`config.mk`:
```
export PLATFORM = sky130hd
export DESIGN_NAME = temp_avg_seq
export DESIGN_NICKNAME = d
export VERILOG_FILES = /design/src/rtl/temp_avg_seq.sv
export SDC_FILE = /design/constraint.sdc
export NUM_CORES = 1
export LEC_CHECK = 0
export ABC_AREA = 1
export CAP_MARGIN = 30
export CORE_UTILIZATION = 50
export CTS_BUF_LIST = sky130_fd_sc_hd__clkbuf_8
export CTS_CLUSTER_DIAMETER = 150
export DETAILED_ROUTE_END_ITERATION = 8
export PLACE_DENSITY = 0.78
export SYNTH_ARGS = -nofsm -noshare
export SYNTH_HDL_FRONTEND = slang
export SYNTH_SLANG_ARGS = --single-unit
```
`constraint.sdc`:
```
create_clock -name lfClk -period 2.1 [get_ports lfClk]
set_input_delay 0.63 -clock lfClk [delete_from_list [all_inputs] [get_ports lfClk]]
set_output_delay 0.63 -clock lfClk [all_outputs]
set_load 0.005 [all_outputs]
```
`src/rtl/temp_avg_seq.sv`:
```
// Averaging sequencer around the temperature conversion FSM: issues start pulses,
// sums 2^n conversion counts per burst, and hands the averaged result to the readout.
module temp_avg_seq #(
    parameter int WIDTH        = 8,
    parameter int MAX_AVG_LOG2 = 4,
    parameter int INT_WIDTH    = 16,
    parameter int BUSY_TIMEOUT = 7
) (
    input  logic                 lfClk,
    input  logic                 rst,
    input  logic                 enable,
    input  logic [2:0]           nAvgLog2,
    input  logic [INT_WIDTH-1:0] interval,
    output logic                 convStart,
    input  logic                 convDone,
    input  logic [WIDTH-1:0]     convCycles,
    output logic [WIDTH-1:0]     result,
    output logic                 resultValid,
    input  logic                 resultReady,
    output logic                 overrun,
    output logic                 timeoutErr,
    output logic                 busy
);
    localparam int AW = WIDTH + MAX_AVG_LOG2;
    localparam int CW = MAX_AVG_LOG2 + 1;
    localparam int NW = (MAX_AVG_LOG2 > 0) ? $clog2(MAX_AVG_LOG2 + 1) : 1;
    localparam int TW = (BUSY_TIMEOUT > 1) ? $clog2(BUSY_TIMEOUT + 1) : 1;

    typedef enum logic [2:0] {
        S_IDLE,
        S_START,
        S_WAIT_BUSY,
        S_WAIT_DONE,
        S_OUTPUT,
        S_WAIT_INT
    } state_t;

    state_t                state_q, state_d;
    logic [NW-1:0]         n_q, n_d;
    logic [INT_WIDTH-1:0]  int_q, int_d;
    logic [AW-1:0]         acc_q, acc_d;
    logic [CW-1:0]         cnt_q, cnt_d;
    logic [TW-1:0]         tcnt_q, tcnt_d;
    logic [INT_WIDTH-1:0]  icnt_q, icnt_d;
    logic [WIDTH-1:0]      result_q, result_d;
    logic                  valid_q, valid_d;
    logic                  overrun_q, overrun_d;
    logic                  timeout_q, timeout_d;

    logic [NW-1:0]         n_clamp;
    logic [CW-1:0]         target;

    assign n_clamp = (32'(nAvgLog2) > 32'(MAX_AVG_LOG2)) ? NW'(MAX_AVG_LOG2) : NW'(nAvgLog2);
    assign target  = CW'(1) << n_q;

    always_comb begin
        state_d   = state_q;
        n_d       = n_q;
        int_d     = int_q;
        acc_d     = acc_q;
        cnt_d     = cnt_q;
        tcnt_d    = tcnt_q;
        icnt_d    = icnt_q;
        result_d  = result_q;
        valid_d   = valid_q;
        overrun_d = overrun_q;
        timeout_d = timeout_q;

        // A new result written in OUTPUT overrides a same-edge consumer transfer.
        if (valid_q && resultReady) begin
            valid_d = 1'b0;
        end

        case (state_q)
            S_IDLE: begin
                if (enable && convDone) begin
                    n_d     = n_clamp;
                    int_d   = interval;
                    acc_d   = '0;
                    cnt_d   = '0;
                    state_d = S_START;
                end
            end
            S_START: begin
                tcnt_d  = '0;
                state_d = S_WAIT_BUSY;
            end
            S_WAIT_BUSY: begin
                if (!convDone) begin
                    state_d = S_WAIT_DONE;
                end else if (tcnt_q == TW'(BUSY_TIMEOUT - 1)) begin
                    timeout_d = 1'b1;
                    state_d   = S_IDLE;
                end else begin
                    tcnt_d = tcnt_q + TW'(1);
                end
            end
            S_WAIT_DONE: begin
                if (convDone) begin
                    acc_d   = acc_q + AW'(convCycles);
                    cnt_d   = cnt_q + CW'(1);
                    state_d = (cnt_d == target) ? S_OUTPUT : S_START;
                end
            end
            S_OUTPUT: begin
                result_d = WIDTH'(acc_q >> n_q);
                valid_d  = 1'b1;
                if (valid_q && !resultReady) begin
                    overrun_d = 1'b1;
                end
                icnt_d  = int_q;
                state_d = S_WAIT_INT;
            end
            S_WAIT_INT: begin
                if (icnt_q == '0) begin
                    state_d = S_IDLE;
                end else begin
                    icnt_d = icnt_q - INT_WIDTH'(1);
                end
            end
            default: state_d = S_IDLE;
        endcase
    end

    always_ff @(posedge lfClk) begin
        if (rst) begin
            state_q   <= S_IDLE;
            n_q       <= '0;
            int_q     <= '0;
            acc_q     <= '0;
            cnt_q     <= '0;
            tcnt_q    <= '0;
            icnt_q    <= '0;
            result_q  <= '0;
            valid_q   <= 1'b0;
            overrun_q <= 1'b0;
            timeout_q <= 1'b0;
        end else begin
            state_q   <= state_d;
            n_q       <= n_d;
            int_q     <= int_d;
            acc_q     <= acc_d;
            cnt_q     <= cnt_d;
            tcnt_q    <= tcnt_d;
            icnt_q    <= icnt_d;
            result_q  <= result_d;
            valid_q   <= valid_d;
            overrun_q <= overrun_d;
            timeout_q <= timeout_d;
        end
    end

    assign convStart   = (state_q == S_START);
    assign busy        = (state_q != S_IDLE) && (state_q != S_WAIT_INT);
    assign result      = result_q;
    assign resultValid = valid_q;
    assign overrun     = overrun_q;
    assign timeoutErr  = timeout_q;

endmodule

```
# [Word level (Yosys, flattened, before mapping)]
# Cells that the tools add are included.
[op_classes] add_sub_neg=4 muxes=21 magnitude_cmp=1 reduce_logical=19 shift=2 eq_ne=15
[op_table] operator="case mux 16 bit (2 select lines)" n=1
[op_table] operator="2-to-1 mux 3 bit" n=9
[op_table] operator="2-to-1 mux 12 bit" n=2
[op_table] operator="case mux 12 bit (2 select lines)" n=1
[op_table] operator="case mux 3 bit (6 select lines)" n=1
[op_table] operator="logical NOT 16 bit" n=1
[op_table] operator="2-to-1 mux 16 bit" n=1
[op_table] operator="subtractor 16 x 1 -> 16 bit, second input constant" n=1
[op_table] operator="adder 12 x 8 -> 12 bit" n=1
[op_table] operator="!= test 2 bit, second input constant" n=6
[op_table] operator="right shift 12 x 3 -> 8 bit" n=1
[op_table] operator="2-to-1 mux 5 bit" n=2
[op_table] operator="case mux 5 bit (2 select lines)" n=1
[op_table] operator="equality test 3 bit, second input constant" n=3
[op_table] operator="AND reduction 3 bit" n=3
[op_table] operator="nonzero test 2 bit" n=4
[op_table] operator="equality test 3 x 2 -> 1 bit, second input constant" n=2
[op_table] operator="!= test 3 bit, second input constant" n=2
[op_table] operator="case mux 3 bit (2 select lines)" n=1
[op_table] operator="AND reduction 2 bit" n=3
[op_table] operator="adder 5 x 1 -> 5 bit, second input constant" n=1
[op_table] operator="equality test 5 bit" n=1
[op_table] operator="<< shifter 1 x 3 -> 5 bit, first input constant" n=1
[op_table] operator="logical AND 1 bit" n=4
[op_table] operator="8 further kinds" n=9
[totals] elab_cells=73 register_bits=69 out_inout_bits=13 in_bits=32

# [Depth between registers and ports, before layout]
[depth] depth_word=5 ltp_mapped=13 depth_no_buf=13

# [Least setup slack after synthesis]
# No wires, ideal clock.
[synth_timing] path_kind="input to register" from="input convCycles[0]" to="register acc_q[10]" path_stages=13 setup_ns=0.113 path_buffers=0 arrival_ns=1.811 path_slack_ns=0.176 cell_sequence="ha_1 > inv_1 > fa_1 > inv_1 > nand2_1 > nand2_1 > nand2_1 > nand2_1 > a21oi_1 > nor2_1 > nand2_1 > nand2_1 > nor2_1"
[synth_via] elab_chain_cells=3
[synth_rtl] element="start: declaration" line="16" text="input logic [WIDTH-1:0] convCycles,"
[synth_rtl] element="adder 12 x 8 -> 12 bit" line="100" text="acc_d = acc_q + AW'(convCycles);"
[synth_rtl] element="2-to-1 mux 12 bit" line="99" text="if (convDone) begin"
[synth_rtl] element="case mux 12 bit (2 select lines)" line="74" text="case (state_q)"
[synth_rtl] element="end signal: assignment" line="130" text="acc_q <= '0;"
[synth_rtl] element="end signal: assignment" line="142" text="acc_q <= acc_d;"
[synth_rtl] element="end: declaration" line="41" text="logic [AW-1:0] acc_q, acc_d;"
# No other way between the ends. The select of a mux whose other input is x is not followed.
# A chain may end at the register's enable or synchronous reset.

# [Worst setup path in the final report]
[layout_timing] from="register state_q[2]" to="output busy"
[layout_via] elab_chain_cells=2
[layout_rtl] element="start: declaration" line="38" text="state_t state_q, state_d;"
[layout_rtl] element="start signal: assignment" line="139" text="state_q <= state_d;"
[layout_rtl] element="!= test 3 bit or nonzero test 3 bit (tied branches)" line="154" text="assign busy = (state_q != S_IDLE) && (state_q != S_WAIT_INT);"
[layout_rtl] element="logical AND 1 bit (*)" line="154"
[layout_rtl] element="end: declaration" line="22" text="output logic busy"
# Mark *: on every way between the ends. The rest lies on a longest branch, timed or not.

==> impl_metrics.csv <==
group,metric,value,unit
synthesis,synthMuxAreaShare,0,%
layout,antenna_cells,0,
layout,multi_input_area,0.00231,mm2
worst_setup_path,worst-path-stages,4,
die,die_area,0.00854,mm2
placement,pre_cts_ws,-0.440,ns
global_route,grt_max_degree,32,
synthesis,synth_edf_count,0,
detailed_routing,viasPerCell,5.24,
die,ioPinCount,45,
clock_network,root_buffer,"clkbuf_8",
global_route,track_usage,24.3,%
clock_network,clk_latency,0.35,ns
detailed_routing,wl_met1,4.19,mm
placement,io_buffers,44,
worst_setup_path,ff2ff_setup_slack,0.33,ns
clock_network,holdBufCountCts,0,
power,power_density,1220,mW/mm2
worst_setup_path,r2r_cells,13,
die,core_area,0.00781,mm2
worst_setup_path,criticalPathCategory,"register to primary output",
layout,fin_nets,725,
die,initial_core_util,52.3,%
flow_run,drv_cap,0,
synthesis,ys_seq_elements,69,
sta,rsz0062_at_grt,"no",
detailed_routing,post_drt_wl_per_cell,12.4,um
worst_setup_path,cpMaxStageDelayCell,"dfxtp_1",
clock_network,cts_tree,"done",
layout,area.sequential,0.00139,mm2
worst_setup_path,crit_family,"flip-flops",
detailed_routing,drt-total-wl,9.77,mm
detailed_routing,wl_met3,461,um
worst_setup_path,critPathLaunchType,"register",
worst_setup_path,crit_fanout,5,
worst_setup_path,cp.required,1.47,ns
worst_setup_path,path_cells,"nand3_4 > inv_4 > nor2_1 > dlygate4sd2_1",
power,power_leakage,2.24,nW
synthesis,synth-simple-area-share,29.8,%
clock_network,clock_sinks,69,
synthesis,synthAdderAreaFrac,4.47,%
worst_setup_path,reg2reg_to,"acc_q[10]",
synthesis,synthDistinctLibCells,47,
sta,hold_viol,0,
synthesis,synthFlopType,"dfxtp_1",
sta,whs,0.449,ns
sta,fin_crit_sh,95.1,%
sta,slew_headroom,70.9,%
sta,setup_tns,0,ns
synthesis,yosysSeqAreaShare,33.8,%
synthesis,netlist.top_cell.by_area,"dfxtp_1",
min_path,hp-class,"register to register",
sta,max_freq,501,MHz
clock_network,clk_path_buf_depth,2,
worst_setup_path,critPathLaunch,"state_q[2]",
synthesis,syn-num-nets,658,
global_route,gr-total-overflow,0,
synthesis,ys_async_sr_fraction,0,%
synthesis,syn_area_per_cell,6.68,um2
worst_setup_path,cp.arrival,1.37,ns
placement,place_hpwl,7.20,mm
clock_network,clk_pin_slew,0.08,ns
layout,fillers,679,
synthesis,synth_area,0.00409,mm2
sta,tightest_slew,0.436,ns
synthesis,synth_top_family_by_area,"simple AND/OR/NAND/NOR gates",
detailed_routing,maxUsedRoutingLayer,"met4",
placement,place_congestion,0.895,
synthesis,synthXorXnorAreaFrac,1.72,%
detailed_routing,wl_met2,4.83,mm
synthesis,synth_top_area_share,33.8,%
synthesis,synth_area_leaders,"dfxtp_1 (34%), nand2_1 (12%), o21ai_0 (7.6%)",
sta,finalSetupViolations,0,
worst_setup_path,crit_buf_inv,2,
worst_setup_path,reg2reg_from,"acc_q[0]",
synthesis,synth_compound_area_share,19.6,%
global_route,first_global_vias,3885,
detailed_routing,drtPass1Iterations,5,
layout,area_delta_synth_final,23.3,%
run_status,status,"completed",
worst_setup_path,endpoint,"busy",
layout,drive_gt1_share,13.9,%
die,num_rows,32,
detailed_routing,vias,4116,
synthesis,yosysWarnings,0,
global_route,grt_pass1_wl,16.7,mm
detailed_routing,drt_iter0_markers,176,
power,ir_worst_vdd,0.489,mV
detailed_routing,drc,0,
clock_network,htree_levels,3,
worst_setup_path,max_stage_delay,0.53,ns
die,die_h,92.4,um
sta,fin_crit,2.00,ns
die,die_x,92.4,um
sta,final.setup_skew,0.00844,ns
global_route,antenna_found_initial,0,
clock_network,cts_made_buffers,9,
detailed_routing,postRouteAntennaNets,0,
synthesis,syn-instance-count,612,
sta,finalMaxSlewViolations,0,
worst_setup_path,crit_path_end_kind,"primary output",
sta,fin_ws,0.103,ns
==> registers in the layout, summed over array words and instances, names as in the netlist <==
register and cells:
icnt_q 16, int_q 16, acc_q 12, result 8, cnt_q 5, n_q 3
state_q 3, tcnt_q 3, overrun 1, resultValid 1, timeoutErr 1
==> Yosys cell counts (7+ instances only) <==
cell type  instances
a21oi_1           53
buf_2              9
clkbuf_1          10
dfxtp_1           69
ha_1              13
inv_1             69
nand2_1          132
nand3_1           44
nor2_1            60
nor3_1             7
o211ai_1           7
o21ai_0           62
==> cell type report <==
| class | count | area share [%] |
|---|---|---|
| multi-input combinational | 441 | 45.9 |
| timing repair buffer | 82 | 14.7 |
| sequential | 69 | 27.5 |
| tap | 102 | 2.53 |
| clock buffer | 11 | 3.00 |
| clock inverter | 5 | 0.670 |
| inverter | 76 | 5.71 |
==> kinds of logic (layout without fill, tap and decap cells) <==
kind of cell,Yosys count,in the layout
buffers and inverters,102,174
xor gates and xnor gates,8,8
and+or+nand+nor,273,273
AOI/OAI and AO/OA,146,146
DFF,69,69
adders and majority gates,14,14
==> what timing repair did <==
item,in CTS,in global routing
pin swaps,3,6
gates resized for setup,10,11
setup buffers,3,1
endpoints found under the setup margin,4,5
gates cloned,0,0
==> how the worst min path moves through the flow <==
| stage | endpoint | startpoint | cells past startpoint | slack, ns |
|---|---|---|---|---|
| floorplan | int_q[10] | int_q[10] | 2 | 0.42 |
| global placement | int_q[2] | int_q[2] | 2 | 0.43 |
| detailed placement | int_q[2] | int_q[2] | 2 | 0.44 |
| CTS | int_q[0] | int_q[0] | 2 | 0.45 |
| global route | int_q[11] | int_q[11] | 2 | 0.46 |
| finish | int_q[0] | int_q[0] | 2 | 0.45 |
==> where the power goes <==
group	switching [mW]	internal (mW)	total, mW
clock	0.514	0.493	1.01
combinational	1.87	1.31	3.18
sequential	0.325	1.65	1.97
total	2.70	3.46	6.16
==> layer usage <==
metal / track usage (%) / vias to the layer above
li1: - / 2140
met1: 28.4 / 1856
met2: 42.0 / 98
met3: 5.25 / 22
met4: 11.6 / 0
met5: 0 / -
==> worst min-delay path, stage by stage (launching register included) <==
cell,delay [ns]
dfxtp_1,0.31
inv_1,0.05
a21oi_1,0.05
==> layout by cell type (no fill, tap or decap), types with 2 or more instances in the layout <==
cell,instances
nand4_1,5
nand3_4,2
o211ai_1,7
a22oi_1,2
nor2_1,58
o21ai_0,62
nand2_2,6
nor2_2,5
buf_4,37
dfxtp_1,67
o21ai_1,5
nand3_2,3
inv_1,67
nand2_1,128
nor2_4,3
clkinvlp_4,2
nand3b_1,4
inv_2,7
ha_1,12
clkdlybuf4s50_1,41
xnor2_1,3
o21a_1,2
a31oi_1,4
clkbuf_8,11
or2_2,5
nor3_1,7
nand3_1,42
clkinv_2,2
a21oi_1,52
o21bai_1,2
a41oi_1,2
xor2_1,5
dlygate4sd2_1,2
==> through the flow <==
step / util [%] / power [mW] / instance area, um2 / instances
6_report: 64.5 / 6.16 / 5040 / 786
5_1_grt: 64.5 / 6.74 / 5040 / 786
4_1_cts: 64.1 / 6.17 / 5000 / 785
3_5_place_dp: 61.2 / 5.14 / 4780 / 766
3_3_place_gp: 61.2 / 5.07 / 4780 / 766
2_1_floorplan: - / 4.30 / 4090 / 612
(Power assumes the default switching activity.)
